$ cat src/rtl/divsqrt_share_arb_if.sv
// Bundle for the divsqrt sharing arbiter: two requester ports, shared-unit port, status.
// A request transfers in the cycle where io_reqk_valid & io_reqk_ready are both high; the shared unit
// takes an operation when io_du_inValid & io_du_inReady; completions are single-cycle pulses with no backpressure.
interface divsqrt_share_arb_if;
  logic        io_req0_valid;
  logic        io_req0_sqrtOp;
  logic [32:0] io_req0_a;
  logic [32:0] io_req0_b;
  logic [2:0]  io_req0_roundingMode;
  logic        io_req0_ready;
  logic        io_req1_valid;
  logic        io_req1_sqrtOp;
  logic [32:0] io_req1_a;
  logic [32:0] io_req1_b;
  logic [2:0]  io_req1_roundingMode;
  logic        io_req1_ready;
  logic        io_resp0_valid;
  logic        io_resp0_isSqrt;
  logic        io_resp1_valid;
  logic        io_resp1_isSqrt;
  logic        io_du_inValid;
  logic        io_du_sqrtOp;
  logic [32:0] io_du_a;
  logic [32:0] io_du_b;
  logic [2:0]  io_du_roundingMode;
  logic        io_du_inReady;
  logic        io_du_rawOutValid_div;
  logic        io_du_rawOutValid_sqrt;
  logic        io_busy;
  logic        io_owner;
  logic        io_err;

  modport master (
    output io_req0_valid, io_req0_sqrtOp, io_req0_a, io_req0_b, io_req0_roundingMode,
    output io_req1_valid, io_req1_sqrtOp, io_req1_a, io_req1_b, io_req1_roundingMode,
    output io_du_inReady, io_du_rawOutValid_div, io_du_rawOutValid_sqrt,
    input  io_req0_ready, io_req1_ready,
    input  io_resp0_valid, io_resp0_isSqrt, io_resp1_valid, io_resp1_isSqrt,
    input  io_du_inValid, io_du_sqrtOp, io_du_a, io_du_b, io_du_roundingMode,
    input  io_busy, io_owner, io_err
  );

  modport slave (
    input  io_req0_valid, io_req0_sqrtOp, io_req0_a, io_req0_b, io_req0_roundingMode,
    input  io_req1_valid, io_req1_sqrtOp, io_req1_a, io_req1_b, io_req1_roundingMode,
    input  io_du_inReady, io_du_rawOutValid_div, io_du_rawOutValid_sqrt,
    output io_req0_ready, io_req1_ready,
    output io_resp0_valid, io_resp0_isSqrt, io_resp1_valid, io_resp1_isSqrt,
    output io_du_inValid, io_du_sqrtOp, io_du_a, io_du_b, io_du_roundingMode,
    output io_busy, io_owner, io_err
  );
endinterface

$ cat src/rtl/divsqrt_share_arb.sv
// Shares one divide/sqrt unit between two requesters: round-robin issue, one op in flight,
// completion routing to the owner, watchdog timeout and a sticky protocol-error flag.
module divsqrt_share_arb #(
  parameter int MAX_LAT = 63
) (
  input  logic                 clock,
  input  logic                 reset,
  divsqrt_share_arb_if.slave   bus,
  output logic                 dbg_state
);
  typedef enum logic {IDLE = 1'b0, BUSY = 1'b1} state_t;

  localparam logic [7:0] LAT = 8'(MAX_LAT);

  state_t     state, state_next;
  logic       rr, owner, op_sqrt, err;
  logic [7:0] wd;

  logic any_req, raw_any, raw_both;
  logic grant, grant_ok, xfer, done, timeout, err_set;

  assign any_req  = bus.io_req0_valid | bus.io_req1_valid;
  assign raw_any  = bus.io_du_rawOutValid_div | bus.io_du_rawOutValid_sqrt;
  assign raw_both = bus.io_du_rawOutValid_div & bus.io_du_rawOutValid_sqrt;

  always_ff @(posedge clock) begin
    if (reset) begin
      state   <= IDLE;
      rr      <= 1'b0;
      owner   <= 1'b0;
      op_sqrt <= 1'b0;
      wd      <= 8'd0;
      err     <= 1'b0;
    end else begin
      state <= state_next;
      if (xfer) begin
        owner   <= grant;
        op_sqrt <= bus.io_du_sqrtOp;
        rr      <= ~grant;
        wd      <= 8'd0;
      end else if (state == BUSY) begin
        wd <= wd + 8'd1;
      end
      if (err_set) err <= 1'b1;
    end
  end

  always_comb begin
    state_next = state;
    grant      = 1'b0;
    grant_ok   = 1'b0;
    xfer       = 1'b0;
    done       = 1'b0;
    timeout    = 1'b0;
    err_set    = 1'b0;
    case (state)
      IDLE: begin
        grant_ok = any_req & ~reset;
        grant    = (bus.io_req0_valid & bus.io_req1_valid) ? rr : bus.io_req1_valid;
        xfer     = grant_ok & bus.io_du_inReady;
        if (xfer) state_next = BUSY;
        // A completion with nothing in flight is stray: flag it, never route it.
        if (raw_any) err_set = 1'b1;
      end
      BUSY: begin
        done    = raw_any & ~reset;
        // wd counts from 0 in the first BUSY cycle, so the last allowed cycle sees MAX_LAT-1.
        timeout = ~raw_any & ((wd + 8'd1) == LAT);
        if (raw_any | timeout) state_next = IDLE;
        if (raw_any & (raw_both | (bus.io_du_rawOutValid_sqrt != op_sqrt))) err_set = 1'b1;
        if (timeout) err_set = 1'b1;
      end
      default: state_next = IDLE;
    endcase
  end

  always_comb begin
    bus.io_du_sqrtOp       = 1'b0;
    bus.io_du_a            = 33'd0;
    bus.io_du_b            = 33'd0;
    bus.io_du_roundingMode = 3'd0;
    if (grant_ok) begin
      bus.io_du_sqrtOp       = grant ? bus.io_req1_sqrtOp       : bus.io_req0_sqrtOp;
      bus.io_du_a            = grant ? bus.io_req1_a            : bus.io_req0_a;
      bus.io_du_b            = grant ? bus.io_req1_b            : bus.io_req0_b;
      bus.io_du_roundingMode = grant ? bus.io_req1_roundingMode : bus.io_req0_roundingMode;
    end
  end

  assign bus.io_du_inValid   = grant_ok;
  assign bus.io_req0_ready   = xfer & ~grant;
  assign bus.io_req1_ready   = xfer & grant;
  assign bus.io_resp0_valid  = done & ~owner;
  assign bus.io_resp1_valid  = done & owner;
  assign bus.io_resp0_isSqrt = done & ~owner & bus.io_du_rawOutValid_sqrt;
  assign bus.io_resp1_isSqrt = done & owner & bus.io_du_rawOutValid_sqrt;
  assign bus.io_busy         = (state == BUSY);
  assign bus.io_owner        = owner;
  assign bus.io_err          = err;
  assign dbg_state           = state;
endmodule

$ cat src/flat_wrapper.sv
// flat-port wrapper written by rule: the top's interface ports become plain ports
module divsqrt_share_arb_flat 
#(
  parameter int MAX_LAT = 63
)
  (clock, reset, dbg_state, bus_io_req0_valid, bus_io_req0_sqrtOp, bus_io_req0_a, bus_io_req0_b, bus_io_req0_roundingMode, bus_io_req1_valid, bus_io_req1_sqrtOp, bus_io_req1_a, bus_io_req1_b, bus_io_req1_roundingMode, bus_io_du_inReady, bus_io_du_rawOutValid_div, bus_io_du_rawOutValid_sqrt, bus_io_req0_ready, bus_io_req1_ready, bus_io_resp0_valid, bus_io_resp0_isSqrt, bus_io_resp1_valid, bus_io_resp1_isSqrt, bus_io_du_inValid, bus_io_du_sqrtOp, bus_io_du_a, bus_io_du_b, bus_io_du_roundingMode, bus_io_busy, bus_io_owner, bus_io_err);
  divsqrt_share_arb_if bus_i ();
  input  logic clock;
  input  logic reset;
  output logic dbg_state;
  input wire logic [$bits(bus_i.io_req0_valid)-1:0] bus_io_req0_valid;
  input wire logic [$bits(bus_i.io_req0_sqrtOp)-1:0] bus_io_req0_sqrtOp;
  input wire logic [$bits(bus_i.io_req0_a)-1:0] bus_io_req0_a;
  input wire logic [$bits(bus_i.io_req0_b)-1:0] bus_io_req0_b;
  input wire logic [$bits(bus_i.io_req0_roundingMode)-1:0] bus_io_req0_roundingMode;
  input wire logic [$bits(bus_i.io_req1_valid)-1:0] bus_io_req1_valid;
  input wire logic [$bits(bus_i.io_req1_sqrtOp)-1:0] bus_io_req1_sqrtOp;
  input wire logic [$bits(bus_i.io_req1_a)-1:0] bus_io_req1_a;
  input wire logic [$bits(bus_i.io_req1_b)-1:0] bus_io_req1_b;
  input wire logic [$bits(bus_i.io_req1_roundingMode)-1:0] bus_io_req1_roundingMode;
  input wire logic [$bits(bus_i.io_du_inReady)-1:0] bus_io_du_inReady;
  input wire logic [$bits(bus_i.io_du_rawOutValid_div)-1:0] bus_io_du_rawOutValid_div;
  input wire logic [$bits(bus_i.io_du_rawOutValid_sqrt)-1:0] bus_io_du_rawOutValid_sqrt;
  output wire logic [$bits(bus_i.io_req0_ready)-1:0] bus_io_req0_ready;
  output wire logic [$bits(bus_i.io_req1_ready)-1:0] bus_io_req1_ready;
  output wire logic [$bits(bus_i.io_resp0_valid)-1:0] bus_io_resp0_valid;
  output wire logic [$bits(bus_i.io_resp0_isSqrt)-1:0] bus_io_resp0_isSqrt;
  output wire logic [$bits(bus_i.io_resp1_valid)-1:0] bus_io_resp1_valid;
  output wire logic [$bits(bus_i.io_resp1_isSqrt)-1:0] bus_io_resp1_isSqrt;
  output wire logic [$bits(bus_i.io_du_inValid)-1:0] bus_io_du_inValid;
  output wire logic [$bits(bus_i.io_du_sqrtOp)-1:0] bus_io_du_sqrtOp;
  output wire logic [$bits(bus_i.io_du_a)-1:0] bus_io_du_a;
  output wire logic [$bits(bus_i.io_du_b)-1:0] bus_io_du_b;
  output wire logic [$bits(bus_i.io_du_roundingMode)-1:0] bus_io_du_roundingMode;
  output wire logic [$bits(bus_i.io_busy)-1:0] bus_io_busy;
  output wire logic [$bits(bus_i.io_owner)-1:0] bus_io_owner;
  output wire logic [$bits(bus_i.io_err)-1:0] bus_io_err;
  assign bus_i.io_req0_valid = bus_io_req0_valid;
  assign bus_i.io_req0_sqrtOp = bus_io_req0_sqrtOp;
  assign bus_i.io_req0_a = bus_io_req0_a;
  assign bus_i.io_req0_b = bus_io_req0_b;
  assign bus_i.io_req0_roundingMode = bus_io_req0_roundingMode;
  assign bus_i.io_req1_valid = bus_io_req1_valid;
  assign bus_i.io_req1_sqrtOp = bus_io_req1_sqrtOp;
  assign bus_i.io_req1_a = bus_io_req1_a;
  assign bus_i.io_req1_b = bus_io_req1_b;
  assign bus_i.io_req1_roundingMode = bus_io_req1_roundingMode;
  assign bus_i.io_du_inReady = bus_io_du_inReady;
  assign bus_i.io_du_rawOutValid_div = bus_io_du_rawOutValid_div;
  assign bus_i.io_du_rawOutValid_sqrt = bus_io_du_rawOutValid_sqrt;
  assign bus_io_req0_ready = bus_i.io_req0_ready;
  assign bus_io_req1_ready = bus_i.io_req1_ready;
  assign bus_io_resp0_valid = bus_i.io_resp0_valid;
  assign bus_io_resp0_isSqrt = bus_i.io_resp0_isSqrt;
  assign bus_io_resp1_valid = bus_i.io_resp1_valid;
  assign bus_io_resp1_isSqrt = bus_i.io_resp1_isSqrt;
  assign bus_io_du_inValid = bus_i.io_du_inValid;
  assign bus_io_du_sqrtOp = bus_i.io_du_sqrtOp;
  assign bus_io_du_a = bus_i.io_du_a;
  assign bus_io_du_b = bus_i.io_du_b;
  assign bus_io_du_roundingMode = bus_i.io_du_roundingMode;
  assign bus_io_busy = bus_i.io_busy;
  assign bus_io_owner = bus_i.io_owner;
  assign bus_io_err = bus_i.io_err;
  divsqrt_share_arb #(.MAX_LAT(MAX_LAT)) u_core (.clock(clock), .reset(reset), .bus(bus_i), .dbg_state(dbg_state));
endmodule
$ cat config.mk
export PLATFORM = sky130hd
export DESIGN_NAME = divsqrt_share_arb_flat
export DESIGN_NICKNAME = d
export VERILOG_FILES = /design/src/rtl/divsqrt_share_arb_if.sv /design/src/rtl/divsqrt_share_arb.sv /design/src/flat_wrapper.sv
export SDC_FILE = /design/constraint.sdc
export NUM_CORES = 1
export LEC_CHECK = 0
export CAP_MARGIN = 0
export CORE_AREA = 2 2 89 91
export DETAILED_ROUTE_END_ITERATION = 8
export DIE_AREA = 0 0 91 93
export PLACE_DENSITY = 0.8
export SETUP_SLACK_MARGIN = 0.1
export SLEW_MARGIN = 20
export SYNTH_ARGS = -nofsm -noshare
export SYNTH_HDL_FRONTEND = slang
export SYNTH_SLANG_ARGS = --single-unit
$ cat constraint.sdc
create_clock -name clock -period 2.64 [get_ports clock]
set_input_delay 0.792 -clock clock [delete_from_list [all_inputs] [get_ports clock]]
set_output_delay 0.792 -clock clock [all_outputs]
set_load 0.05 [all_outputs]
==> results of run 1 <==
## worst max path at each step
stage,cells past startpoint,slack [ns],end
after floorplan,4,-0.16,bus_io_du_a[6]
after global placement,6,-0.50,bus_io_du_b[6]
after detailed placement,6,-0.51,bus_io_du_b[24]
after CTS,7,-0.12,bus_io_du_b[2]
after global routing,8,-0.20,bus_io_du_b[29]
final,8,-0.18,bus_io_du_b[15]
## per-layer routing
layer | track usage (%) | part of all wire [%] | up-vias
li1 | - | - | 1552
met1 | 29.09 | 32 | 1738
met2 | 57.72 | 52 | 261
met3 | 8.058 | 8.6 | 102
met4 | 12.37 | 7.9 | 0
met5 | 0 | 0 | -
## logic make-up (layout without fill, tap and decap cells)
kind of cell,Yosys count,in the layout
buffers and inverters,30,290
adder cells (fa/ha/maj),2,2
AND/OR/NAND/NOR,175,175
flip-flops,13,13
multiplexers,2,2
AO/OA/AOI/OAI,81,81
XOR/XNOR,8,8
## where the power goes
group          total (uW)  switching (uW)  internal, uW
combinational        1610             811           797
sequential            214            10.9           203
clock                 189            82.3           107
## cells in the final DEF, fill, tap and decap left out, types with 9 or more instances in the layout
master,synthesis,layout
clkdlybuf4s50_1,0,145
nand2_1,143,109
buf_12,0,85
a21oi_4,0,69
nand2_4,0,23
buf_4,1,19
dfxtp_1,13,12
nand2_2,0,11
clkbuf_16,0,11
buf_16,0,9
## state kept, by name (all words and copies together), names as in the netlist
signal,cells
u_core.bus.io_busy,1
u_core.bus.io_err,1
u_core.bus.io_owner,1
u_core.op_sqrt,1
u_core.rr,1
u_core.wd,8
## synthesized netlist by cell type (3+ instances only)
cell | instances | share of area (%)
nor2_1 | 13 | 3.0
nor3_1 | 3 | 0.92
nand2_1 | 143 | 33
dfxtp_1 | 13 | 16
buf_2 | 12 | 3.7
xnor2_1 | 3 | 1.6
inv_1 | 4 | 0.92
nand3_1 | 4 | 1.2
clkbuf_1 | 10 | 2.3
a21oi_1 | 74 | 23
xor2_1 | 5 | 2.7
## worst max-delay path, delay by kind of cell
family                 cells  cell delay, ns
AO/OA/AOI/OAI              1            0.20
AND/OR/NAND/NOR            3            0.45
buffers and inverters      4            0.58
## through the flow
step | instances | setup TNS, ns | total power, uW | utilization, % | hold WS [ns]
2_1_floorplan | 311 | -3.250 | 855.0 | - | 0.4673
3_3_place_gp | 640 | -34.21 | 1503 | 76.20 | 0.4818
3_5_place_dp | 640 | -35.01 | 1533 | 76.20 | 0.5078
4_1_cts | 657 | -6.146 | 1822 | 81.78 | 0.5125
5_1_grt | 673 | -10.61 | 2064 | 89.68 | 0.5483
6_report | 673 | -8.474 | 2012 | 89.68 | 0.5260
## repair_timing
| action | 4_1_cts | 5_1_grt |
|---|---|---|
| endpoints found under the setup margin | 77 | 73 |
| gates resized for setup | 48 | 68 |
| hold endpoints to repair | 0 | 0 |
| setup buffers | 7 | 3 |
| gates cloned | 6 | 13 |
| pin swaps | 9 | 52 |
## final cells by class
type | count | share of cell area, %
repair buffers | 281 | 58.98
multi-input cells | 268 | 34.07
flip-flops and latches | 13 | 3.874
well taps | 102 | 1.891
clock buffers | 4 | 0.6673
inverters | 5 | 0.5190
==> impl_results.md, run 1 <==
- Crit Path Class: input pin to output port
- CTS tree: done
- Final worst clock skew: 0.002331 ns
- Share of layout cells above drive strength 1: between 40 and 50%
- Post-CTS Hold Fix Bufs: 0
- Root buffer cell: clkbuf_8
- Compound-Gate Fraction of Synth Area: 25.71%
- Async S/R FF share, synth: 0%
- Worst Tran Pin Value: 0.5327 ns
- Crit path max fanout: 8
- Number of global-route vias before repair: 3632
- Dpl cell area: 0.005736 mm^2
- Crit path largest cell delay: 0.27 ns
- CP startpoint: bus_io_req0_valid
- Final WL: 16920 um
- Tcrit/Tclk final: 106.6%
- IO buf count: 227
- Die X: 91 um
- DR vias: 3653
- Register bit total from synthesis: 13
- Area of the multi-input gates: between 0.002 and 0.0025 mm^2
- Relative slew slack: 64.38%
- Hold crit path type: flip-flop to flip-flop
- CP Capture Type: output port
- DIE HEIGHT: 93 um
- CTS clk-pin slew, worst paths: 0.06 ns
- Reg2Reg Setup Slack: 0.63 ns
- Most common cell on crit path: buf_12
- Area of the die: around 0.0085 mm^2
- Syn nets: 460
- Post-Synth XOR/XNOR Area: between 4 and 5%
- Simple-gate share of the synthesized area: 43.00%
- Sequential-to-total area share from yosys stat: 15.91%
- Period minus WS final: 2.816 ns
- Hold Crit Depth: 2
- Startpoint types: input pin
- Routed Antenna Nets: 0
- Main combinational cell family by area after synthesis: simple AND/OR/NAND/NOR gates
- Drt first pass iters: 5
- Initial antenna violation count: 0
- Clock sink count: 13
- Row cnt: 32
- Place WS: -0.5123 ns
- Setup violators final: 73
- Total gr overflow: 0
- Clk buf depth: 2
- Worst-Skew Late Latency: 0.25 ns
- Post-route cell area: 0.006750 mm^2
- WP data required: 1.85 ns
- Post-layout nets: 721
- Post-Synth Adder-Cell Area: 1.530%
- First-pass GRT wire length: 19630 um
- Leakage power: 0.002651 uW
- Avg Synthesized Cell Area: between 5 and 6 um^2
- Antenna diode count: 0
- Hold Vio Cnt, Final: 0
- Post-detail-place hpwl: 9570 um
- Max cap viols: 0
- Worst VDD drop: 0.0003406 V
- Post-synth cell types: 31
- WHS Endpoint: u_core.wd[6]$_SDFFE_PP0P_
- Power density over cell area: 298.0 mW/mm^2
- WL per Instance: 25.15 um
- GRT Overall Usage: 29.52%
- Unrepaired setup endpoints after global routing: true
- # H-tree levels: 1
- Max frequency: between 300 and 400 MHz
- Filler instances: between 200 and 300
- Fin worst setup slack: -0.1755 ns
- Remaining DRCs: 0
- CTS Buf Count: 3
- Area Overhead vs Synth: 312.8%
- Post-synthesis instance area: approximately 0.0016 mm^2
- Gate Count Post-Synth: 311
- Largest net degree at the start of global routing: 22
- Violated checks: setup timing
- Placer Congestion: 0.8413
- Status: finished, violations left
- Final Slew Violations: 0
- DR iter-0 viols: roughly 170
- Warnings, synthesis: 0
- Portion of netlist area occupied by mux cells: around 1.2%
- R2r startpoint: u_core.bus.io_busy$_SDFF_PP0_
- Routed vias/inst: ~5.4
- CP cell instances: buf_8 > nand2b_4 > and3b_2 > buf_12 > buf_12 > nand2_1 > a21oi_4 > buf_12
- Critical Path AT: 2.02 ns
- Post-synth top flop: dfxtp_1
- Critical R2R Capture: u_core.op_sqrt$_SDFFE_PP0P_
- I/O Pins: between 200 and 250
- Sequential cell area: 261.5 um^2
- Hold_sp: u_core.wd[6]$_SDFFE_PP0P_
- CP max stage cell: and3b_2
- Initial Util: 21.73%
- EDFF count, synth: 0
- Register-to-Register Path Depth: 9
- Floorplan core area: around 0.0075 mm^2
No activity file was read; power rests on OpenSTA's default activity.
==> run 2: changes to the inputs <==
--- a/config.mk
+++ b/config.mk
@@ -5,7 +5,6 @@
 export SDC_FILE = /design/constraint.sdc
 export NUM_CORES = 1
 export LEC_CHECK = 0
-export CAP_MARGIN = 0
 export CORE_AREA = 2 2 89 91
 export DETAILED_ROUTE_END_ITERATION = 8
 export DIE_AREA = 0 0 91 93
==> results of run 2 <==
The final DEF is identical to that of run 1; final timing and power are the same.
